<file path="src/rtl/fpga_pkg.sv">
// Shared encodings for the AXI read scheduler: requester source tags and AR-stage states.
package fpga_pkg;

    localparam logic [1:0] SRC_ICACHE = 2'd0;
    localparam logic [1:0] SRC_DMISS  = 2'd1;
    localparam logic [1:0] SRC_DUC    = 2'd2;
    localparam logic [1:0] SRC_BAD    = 2'd3;

    typedef enum logic {
        AR_IDLE = 1'b0,
        AR_BUSY = 1'b1
    } ar_state_e;

    function automatic logic [1:0] onehot3_idx(input logic [2:0] oh);
        return oh[2] ? 2'd2 : (oh[1] ? 2'd1 : 2'd0);
    endfunction

endpackage

</file>
<file path="src/rtl/rr_arb3.sv">
// Three-way round-robin arbiter; search starts just after the last granted requester.
module rr_arb3
    import fpga_pkg::*;
(
    input  logic       clk_i,
    input  logic       rst_ni,
    input  logic [2:0] eligible,
    input  logic       advance,
    output logic [2:0] grant
);

    logic [1:0] last_q;
    logic [1:0] idx;

    always_comb begin
        grant = '0;
        idx   = last_q;
        for (int k = 0; k < 3; k++) begin
            idx = (idx == 2'd2) ? 2'd0 : idx + 2'd1;
            if (grant == '0 && eligible[idx]) grant[idx] = 1'b1;
        end
    end

    // Reset to 2 so requester 0 is searched first.
    always_ff @(posedge clk_i or negedge rst_ni) begin
        if (!rst_ni)                   last_q <= 2'd2;
        else if (advance && |grant)    last_q <= onehot3_idx(grant);
    end

endmodule

</file>
<file path="src/rtl/axi_read_sched.sv">
// Arbitrates three read requesters onto one AXI AR channel and steers R beats back by source tag.
module axi_read_sched
    import fpga_pkg::*;
#(
    parameter int ADDR_WIDTH = 64,
    parameter int DATA_WIDTH = 128,
    parameter int ID_WIDTH   = 4,
    parameter int MAX_OUTST  = 4
) (
    input  logic                    clk_i,
    input  logic                    rst_ni,
    input  logic [2:0]              req_valid_i,
    output logic [2:0]              req_ready_o,
    input  logic [3*ADDR_WIDTH-1:0] req_addr_i,
    input  logic [23:0]             req_len_i,
    input  logic [3*ID_WIDTH-1:0]   req_id_i,
    output logic                    ar_valid_o,
    input  logic                    ar_ready_i,
    output logic [ADDR_WIDTH-1:0]   ar_addr_o,
    output logic [7:0]              ar_len_o,
    output logic [ID_WIDTH+1:0]     ar_id_o,
    input  logic                    r_valid_i,
    output logic                    r_ready_o,
    input  logic [DATA_WIDTH-1:0]   r_data_i,
    input  logic [ID_WIDTH+1:0]     r_id_i,
    input  logic                    r_last_i,
    output logic [2:0]              resp_valid_o,
    input  logic [2:0]              resp_ready_i,
    output logic [DATA_WIDTH-1:0]   resp_data_o,
    output logic [ID_WIDTH-1:0]     resp_id_o,
    output logic                    resp_last_o,
    output logic                    err_bad_id_o
);

    localparam int CNT_W = $clog2(MAX_OUTST + 1);

    ar_state_e        state;
    logic [2:0]       eligible;
    logic [2:0]       grant;
    logic [1:0]       gidx;
    logic [1:0]       r_src;
    logic [1:0]       ar_src;
    logic [CNT_W-1:0] cnt [3];
    logic [3:0]       rdy_ext;
    logic [3:0]       vld_ext;

    assign gidx   = onehot3_idx(grant);
    assign r_src  = r_id_i[ID_WIDTH+1:ID_WIDTH];
    assign ar_src = ar_id_o[ID_WIDTH+1:ID_WIDTH];

    rr_arb3 u_arb (
        .clk_i    (clk_i),
        .rst_ni   (rst_ni),
        .eligible (eligible),
        .advance  (state == AR_IDLE),
        .grant    (grant)
    );

    // Ready is only offered while the AR register is free, and never under reset.
    assign req_ready_o = (rst_ni && state == AR_IDLE) ? grant : 3'b000;

    always_ff @(posedge clk_i or negedge rst_ni) begin
        if (!rst_ni) begin
            state      <= AR_IDLE;
            ar_valid_o <= 1'b0;
            ar_addr_o  <= '0;
            ar_len_o   <= '0;
            ar_id_o    <= '0;
        end else begin
            case (state)
                AR_IDLE: if (|grant) begin
                    state      <= AR_BUSY;
                    ar_valid_o <= 1'b1;
                    ar_addr_o  <= req_addr_i[int'(gidx)*ADDR_WIDTH +: ADDR_WIDTH];
                    ar_len_o   <= req_len_i[int'(gidx)*8 +: 8];
                    ar_id_o    <= {gidx, req_id_i[int'(gidx)*ID_WIDTH +: ID_WIDTH]};
                end
                AR_BUSY: if (ar_ready_i) begin
                    state      <= AR_IDLE;
                    ar_valid_o <= 1'b0;
                end
                default: state <= AR_IDLE;
            endcase
        end
    end

    for (genvar i = 0; i < 3; i++) begin : g_cnt
        logic inc, dec;
        assign inc = ar_valid_o && ar_ready_i && ar_src == 2'(i);
        assign dec = r_valid_i && r_ready_o && r_last_i && r_src == 2'(i);
        assign eligible[i] = req_valid_i[i] && (cnt[i] < CNT_W'(MAX_OUTST));

        always_ff @(posedge clk_i or negedge rst_ni) begin
            if (!rst_ni)
                cnt[i] <= '0;
            else if (inc && !dec && cnt[i] != CNT_W'(MAX_OUTST))
                cnt[i] <= cnt[i] + 1'b1;
            else if (dec && !inc && cnt[i] != '0)
                cnt[i] <= cnt[i] - 1'b1;
        end
    end

    // Tag 3 maps to an always-ready, never-valid slot so bad beats drain silently.
    assign rdy_ext      = {1'b1, resp_ready_i};
    assign vld_ext      = r_valid_i ? (4'b0001 << r_src) : 4'b0000;
    assign r_ready_o    = rdy_ext[r_src];
    assign resp_valid_o = vld_ext[2:0];
    assign resp_data_o  = r_data_i;
    assign resp_id_o    = r_id_i[ID_WIDTH-1:0];
    assign resp_last_o  = r_last_i;

    always_ff @(posedge clk_i or negedge rst_ni) begin
        if (!rst_ni)                          err_bad_id_o <= 1'b0;
        else if (r_valid_i && r_src == SRC_BAD) err_bad_id_o <= 1'b1;
    end

endmodule

</file>
<file path="config.mk">
export PLATFORM = sky130hd
export DESIGN_NAME = axi_read_sched
export DESIGN_NICKNAME = d
export VERILOG_FILES = /design/src/rtl/fpga_pkg.sv /design/src/rtl/rr_arb3.sv /design/src/rtl/axi_read_sched.sv
export SDC_FILE = /design/constraint.sdc
export NUM_CORES = 1
export LEC_CHECK = 0
export BUFFER_PORTS_ARGS = -buffer_cell sky130_fd_sc_hd__clkbuf_2
export CAP_MARGIN = 20
export CORE_AREA = 3 3 231 233
export DETAILED_ROUTE_END_ITERATION = 16
export DIE_AREA = 0 0 234 236
export SETUP_SLACK_MARGIN = 0.4
export SYNTH_ARGS = -nofsm -noshare
export SYNTH_HDL_FRONTEND = slang
export SYNTH_HIERARCHICAL = 1
export SYNTH_SLANG_ARGS = --single-unit
</file>
<file path="constraint.sdc">
create_clock -name clk_i -period 3.69 [get_ports clk_i]
set_input_delay 0.1845 -clock clk_i [delete_from_list [all_inputs] [get_ports clk_i]]
set_output_delay 0.1845 -clock clk_i [all_outputs]
set_load 0.01 [all_outputs]
</file>
Word-level counts from Yosys, hierarchy flattened
Cells that the tools add are included.
{"block": "totals", "regBits": 92, "latchBits": 0, "mem_bits_rw": 0, "rom_bits": 0, "input_bits": 373, "word_cells": 136, "n_memories": 0}
{"block": "op_classes", "add_sub_neg": 9, "n_mul": 0, "div_mod_pow": 0, "order_cmp": 10, "eq_ne": 13, "shifts": 4, "mux": 36, "bitwise": 3, "reduce_logical": 51}
{"op": "$shiftx 192x9->64", "count": 1}
{"op": "$mux 3", "count": 11}
{"op": "$logic_and 1x1->1", "count": 32}
{"op": "$shiftx 24x6->8", "count": 1}
{"op": "$eq 2x2->1 const B", "count": 6}
{"op": "$lt 2x3->1 const B", "count": 4}
{"op": "$mux 1", "count": 12}
{"op": "$shiftx 12x5->4", "count": 1}
{"op": "$add 3x1->3 const B", "count": 3}
{"op": "$lt 3x3->1 const B", "count": 3}
{"op": "$ne 3x3->1 const B", "count": 3}
{"op": "$reduce_bool 3->1", "count": 3}
{"op": "$sub 3x1->3 const B", "count": 3}
{"op": "$bmux 1 s2", "count": 4}
{"op": "$mux 2", "count": 4}
{"op": "$add 2x1->2 const B", "count": 3}
{"op": "$demux 1 s2", "count": 3}
{"op": "$ge 2x1->1 const B", "count": 3}
{"op": "$logic_not 1->1", "count": 6}
{"op": "$logic_not 3->1", "count": 2}
{"op": "$or 3x3->3", "count": 2}
{"op": "$reduce_bool 2->1", "count": 3}
{"op": "$eq 2x1->1 const B", "count": 2}
{"op": "$logic_not 2->1", "count": 2}
{"op": "other kinds (6)", "count": 9}

Longest topological paths before layout
{"block": "depth", "depth_word": 16, "depth_mapped": 11}

Modules after synthesis
The synthesis kept the hierarchy.
{"mod": "axi_read_sched", "instances": 1, "cells_per_inst": 754, "area_per_inst_um2": 6321.1, "seq_area_each_um2": 2252.2}
{"mod": "rr_arb3", "instances": 1, "cells_per_inst": 18, "area_per_inst_um2": 155.1, "seq_area_each_um2": 51.3}

Least setup slack after synthesis
OpenSTA, ideal clock, no wires.
{"block": "synth_timing", "path_kind": "reg2reg", "startpoint": "register ar_id_o[4]", "endpoint": "register cnt[2] (netlist bit)", "setup_ns": 0.138, "arrival_time_ns": 2.022, "t_required_ns": 3.552, "slack_ns": 1.530, "stages_incl_launch_ff": 7, "path_cell_list": "dfrtp_1 -> nand4b_1 -> a31oi_1 -> nand2_1 -> fa_1 -> nand2b_1 -> mux4_2"}
{"block": "synth_between", "elab_chain_cells": 6}
{"element": "from (decl)", "line": "axi_read_sched.sv:21", "source": "output logic [ID_WIDTH+1:0] ar_id_o,"}
{"element": "from (signal assigned)", "line": "axi_read_sched.sv:76", "source": "ar_id_o <= {gidx, req_id_i[int'(gidx)*ID_WIDTH +: ID_WIDTH]};"}
{"element": "$eq 2x2->1 (*)", "line": "axi_read_sched.sv:89", "source": "assign inc = ar_valid_o && ar_ready_i && ar_src == 2'(i);"}
{"element": "$logic_and 1x1->1 (*)", "line": "axi_read_sched.sv:89"}
{"element": "$logic_not 1->1", "line": "axi_read_sched.sv:98", "source": "else if (dec && !inc && cnt[i] != '0)"}
{"element": "$logic_and 1x1->1 (2 in series)", "line": "axi_read_sched.sv:98"}
{"element": "$reduce_bool 2->1 (no source line)"}
{"element": "to (signal, indexed assignment)", "line": "axi_read_sched.sv:97", "source": "cnt[i] <= cnt[i] + 1'b1;"}
{"element": "to (signal, indexed assignment)", "line": "axi_read_sched.sv:99", "source": "cnt[i] <= cnt[i] - 1'b1;"}
{"element": "to (decl)", "line": "axi_read_sched.sv:43", "source": "logic [CNT_W-1:0] cnt [3];"}
Mark *: on every way between the ends. The rest lies on a longest branch, timed or not.
A chain may end at the register's enable or synchronous reset.

Final worst setup path
{"block": "layout_timing", "startpoint": "register cnt[5] (netlist bit)", "endpoint": "register ar_addr_o[20]"}
{"element": "$lt 3x3->1 (*)", "line": "axi_read_sched.sv:91", "source": "assign eligible[i] = req_valid_i[i] && (cnt[i] < CNT_W'(MAX_OUTST));"}
{"element": "$logic_and 1x1->1 (*)", "line": "axi_read_sched.sv:91"}
{"element": "named net eligible[1]", "line": "axi_read_sched.sv:38", "source": "logic [2:0] eligible;"}
{"element": "$bmux 1 s2", "line": "rr_arb3.sv:20", "source": "if (grant == '0 && eligible[idx]) grant[idx] = 1'b1;"}
{"element": "$mux 1 (not written as such)", "line": "rr_arb3.sv:20"}
{"element": "$mux 3", "line": "rr_arb3.sv:20"}
{"element": "$logic_not 3->1", "line": "rr_arb3.sv:20"}
{"element": "$logic_and 1x1->1", "line": "rr_arb3.sv:20"}
{"element": "$mux 3", "line": "rr_arb3.sv:20"}
{"element": "$logic_not 3->1", "line": "rr_arb3.sv:20"}
{"element": "$logic_and 1x1->1", "line": "rr_arb3.sv:20"}
{"element": "$mux 3 (*)", "line": "rr_arb3.sv:20"}
{"element": "$mux 2 (*)", "line": "fpga_pkg.sv:15", "source": "return oh[2] ? 2'd2 : (oh[1] ? 2'd1 : 2'd0);"}
{"element": "named net gidx[1]", "line": "axi_read_sched.sv:40", "source": "logic [1:0] gidx;"}
{"element": "$shiftx 192x9->64 (*)", "line": "axi_read_sched.sv:74", "source": "ar_addr_o <= req_addr_i[int'(gidx)*ADDR_WIDTH +: ADDR_WIDTH];"}
{"element": "to (signal assigned)", "line": "axi_read_sched.sv:74"}
{"element": "to (decl)", "line": "axi_read_sched.sv:19", "source": "output logic [ADDR_WIDTH-1:0] ar_addr_o,"}
Mark *: on every way through the listed nets, which the timed path passes. The rest lies on a longest branch. The select of a mux whose other input is x is not followed.

==> results.sh <==
export IMPL_core_um2=51400
export IMPL_drc=0
export IMPL_clkSlewWorstSetupHoldPaths_ns=0.07
export IMPL_synth_most_common_cell="buf_4"
export IMPL_clkLatencyLatePin_ns=0.37
export IMPL_synthCells=772
export IMPL_seqPwrFrac_pct=32.9
export IMPL_grt_pass1_wl_um=35100
export IMPL_status="completed"
export IMPL_place_ws_ns=1.08
export IMPL_final_setup_tns_ns=0
export IMPL_fin_hold_ws_ns=0.0864
export IMPL_finalCriticalPeriod_ns=2.61
export IMPL_end_kind="flop"
export IMPL_die_height_um=236
export IMPL_seq_area_frac_synth_pct=35.6
export IMPL_yosys_top_cells_area="dfrtp_1 35%, buf_4 16%, mux2i_1 12%"
export IMPL_ir_worst_vdd_v=0.000496
export IMPL_cts_setup_buffers=0
export IMPL_synth_area_um2=6480
export IMPL_swShare_pct=44.1
export IMPL_reg2reg_to="ar_addr_o[20]"
export IMPL_r2r_start="cnt[5]"
export IMPL_rrSetupSlack_ns=1.08
export IMPL_critical_path_class="flop to flop"
export IMPL_critical_path_slowest_cell="buf_4"
export IMPL_wirelength_um=24600
export IMPL_r2r_cells=7
export IMPL_place_congestion=0.850
export IMPL_htreeDepth=3
export IMPL_cts_resized_gates=0
export IMPL_critPathRequiredTime_ns=3.91
export IMPL_synth_top_cell_by_area="dfrtp_1"
export IMPL_postLayoutSetupSlackWorst_ns=1.08
export IMPL_clkSinkCount=92
export IMPL_drive_above_1_share_pct=38.0
export IMPL_dieArea_um2=55200
export IMPL_synth_nets=1148
export IMPL_whs_endpoint="ar_addr_o[17]"
export IMPL_dr_pass1_iters=4
export IMPL_p_leak_nw=3.85
export IMPL_ys_warn_count=6
export IMPL_setup_viol_count_final=0
export IMPL_arrival_ns=2.83
export IMPL_vias=5857
export IMPL_io_buffers=328
export IMPL_row_count=83
export IMPL_area_delta_synth_final_pct=25.6
export IMPL_ant_nets=0
export IMPL_cts_buffers=9
export IMPL_hold_buffers=1
export IMPL_fmaxAchievable_mhz=383
export IMPL_drt_iter0_drc=267
export IMPL_nNetsFinal=1316
export IMPL_relSlewSlack_pct=52.4
export IMPL_min_period_over_period_pct=70.7
export IMPL_die_x_um=234
export IMPL_finalHoldViolCount=0
export IMPL_cpPeakStageDelay_ns=0.56
export IMPL_vias_per_cell=3.60
export IMPL_antenna_found_initial=2
export IMPL_crit_buf_inv=1
export IMPL_hpwl_um=20300
export IMPL_synth_edff_count=0
export IMPL_worstPathCellList="nor2b_1 -> nor2b_1 -> o22ai_1 -> and2_4 -> o31ai_4 -> buf_4 -> o21ai_0"
export IMPL_synth_seq_cells=92
export IMPL_maxCapViolCount=0
export IMPL_ys_async_sr_fraction_pct=100
export IMPL_p_int_mw=3.15
export IMPL_root_buffer="clkbuf_16"
export IMPL_clock_skew_ns=0.0122
export IMPL_grt_pass1_vias=5742
export IMPL_avgSynthCellArea_um2=8.39
export IMPL_worst_path_most_repeated_cell="nor2b_1"
export IMPL_grt_overflow=0
export IMPL_maxSlewViolCount=0
export IMPL_combPwrFrac_pct=50.0
export IMPL_worst_pin_slew_ns=0.714
export IMPL_start_util_pct=12.6
export IMPL_wl_per_cell_um=15.1
export IMPL_grt_max_degree=157
export IMPL_switchingPower_mw=2.48
export IMPL_rsz0062_at_grt="no"
export IMPL_hold_path_startpoint="req_addr_i[145]"
export IMPL_cp_max_fo=80
export IMPL_worstHoldPathCells=3
export IMPL_hold_path_class="primary input to flop"
export IMPL_clock_path_buffers=2
export IMPL_cts_tree="yes"
export IMPL_synthTopCellsByCount="136 x buf_4, 91 x dfrtp_1, 86 x nand2_1"
export IMPL_p_per_area_nw_per_um2=693
export IMPL_clkPwrFrac_pct=17.1
export IMPL_pin_count=593
export IMPL_yosysUniqueCellTypes=55
export IMPL_fin_area_um2=8140
export IMPL_ys_flop_type="dfrtp_1"
export IMPL_groute_usage_overall_pct=8.60
export IMPL_place_area_um2=7840
export IMPL_start_kind="flop"
export IMPL_synth_top_area_share_pct=35.2
export IMPL_path_delay_family="simple AND/OR/NAND/NOR gates"
==> through the flow <==
step | instances | utilization, % | total power [mW]
floorplan | 772 | - | 3.83
global placement | 1608 | 15.2 | 4.66
detailed placement | 1608 | 15.2 | 4.76
CTS | 1625 | 15.8 | 5.78
global route | 1625 | 15.8 | 6.19
finish | 1626 | 15.8 | 5.63
==> worst reg2reg max path, delay by kind of cell, from the launching register on <==
family	cells	cell delay, ns
AO/OA/AOI/OAI	3	0.66
buffers and inverters	1	0.56
AND/OR/NAND/NOR	3	0.78
flip-flops	1	0.46
==> area by class of cell <==
type / instances / area (µm²)
diodes: 1 / 2.50
clock buffers: 12 / 236
well taps: 680 / 851
inverters: 11 / 41.3
multi-input cells: 490 / 2920
repair buffers: 336 / 1730
flip-flops and latches: 92 / 2300
clock inverters: 4 / 50.0
fillers: 5807 / 43300
==> registers in the layout, summed over array words and instances (netlist names) <==
| register | cells |
|---|---|
| cnt | 9 |
| ar_addr_o | 64 |
| state | 1 |
| u_arb/last_q | 2 |
| ar_len_o | 8 |
| ar_id_o | 6 |
| ar_valid_o | 1 |
| err_bad_id_o | 1 |
==> power by group through the flow <==
stage | sequential, mW | clock [mW] | combinational, mW
2_1_floorplan | 1.97 | 0 | 1.85
3_3_place_gp | 1.86 | 0 | 2.80
3_5_place_dp | 1.87 | 0 | 2.89
4_1_cts | 1.86 | 1.04 | 2.88
5_1_grt | 1.93 | 1.07 | 3.19
6_report | 1.86 | 0.964 | 2.81
==> per-layer routing <==
| metal | track usage [%] | vias to the layer above | share of wire [%] |
|---|---|---|---|
| li1 | - | 2851 | - |
| met1 | 8.20 | 2613 | 34 |
| met2 | 14.8 | 315 | 50 |
| met3 | 3.93 | 76 | 9.7 |
| met4 | 5.69 | 2 | 6.3 |
| met5 | 0 | - | 0.049 |
==> cells in the final DEF (no fill, tap or decap), drive strengths merged, types with 2 or more instances in the layout <==
master,instances
clkbuf,339
dfrtp,91
nand2,86
nor2,84
o21ai,80
a21oi,79
mux2i,78
inv,11
buf,8
nor2b,7
nor3,7
and2,6
a211oi,4
and3b,4
o211ai,4
o22ai,4
nand4b,3
o2111ai,3
a2111o,3
and4b,3
fa,3
a31oi,2
a22oi,2
nand3b,2
nand2b,2
clkinvlp,2
o31ai,2
or2,2
==> cells by family after synthesis <==
group	Yosys count	synth area share (%)
and+or+nand+nor	214	14.8
AOI/OAI and AO/OA	193	16.8
buffers and inverters	190	19.4
DFF	92	35.6
muxes	79	12.4
adders and majority gates	3	0.927
xor gates and xnor gates	1	0.135
==> worst max-delay path by stage <==
stage	to	depth (start not counted)	startpoint
2_1_floorplan	cnt[2]	6	ar_id_o[4]
3_3_place_gp	ar_addr_o[20]	7	cnt[5]
4_1_cts	ar_addr_o[20]	7	cnt[5]
5_1_grt	ar_id_o[2]	7	cnt[5]
6_report	ar_addr_o[20]	7	cnt[5]
3_5_place_dp	ar_addr_o[20]	7	cnt[5]
Power figures use the tool's default switching activity.
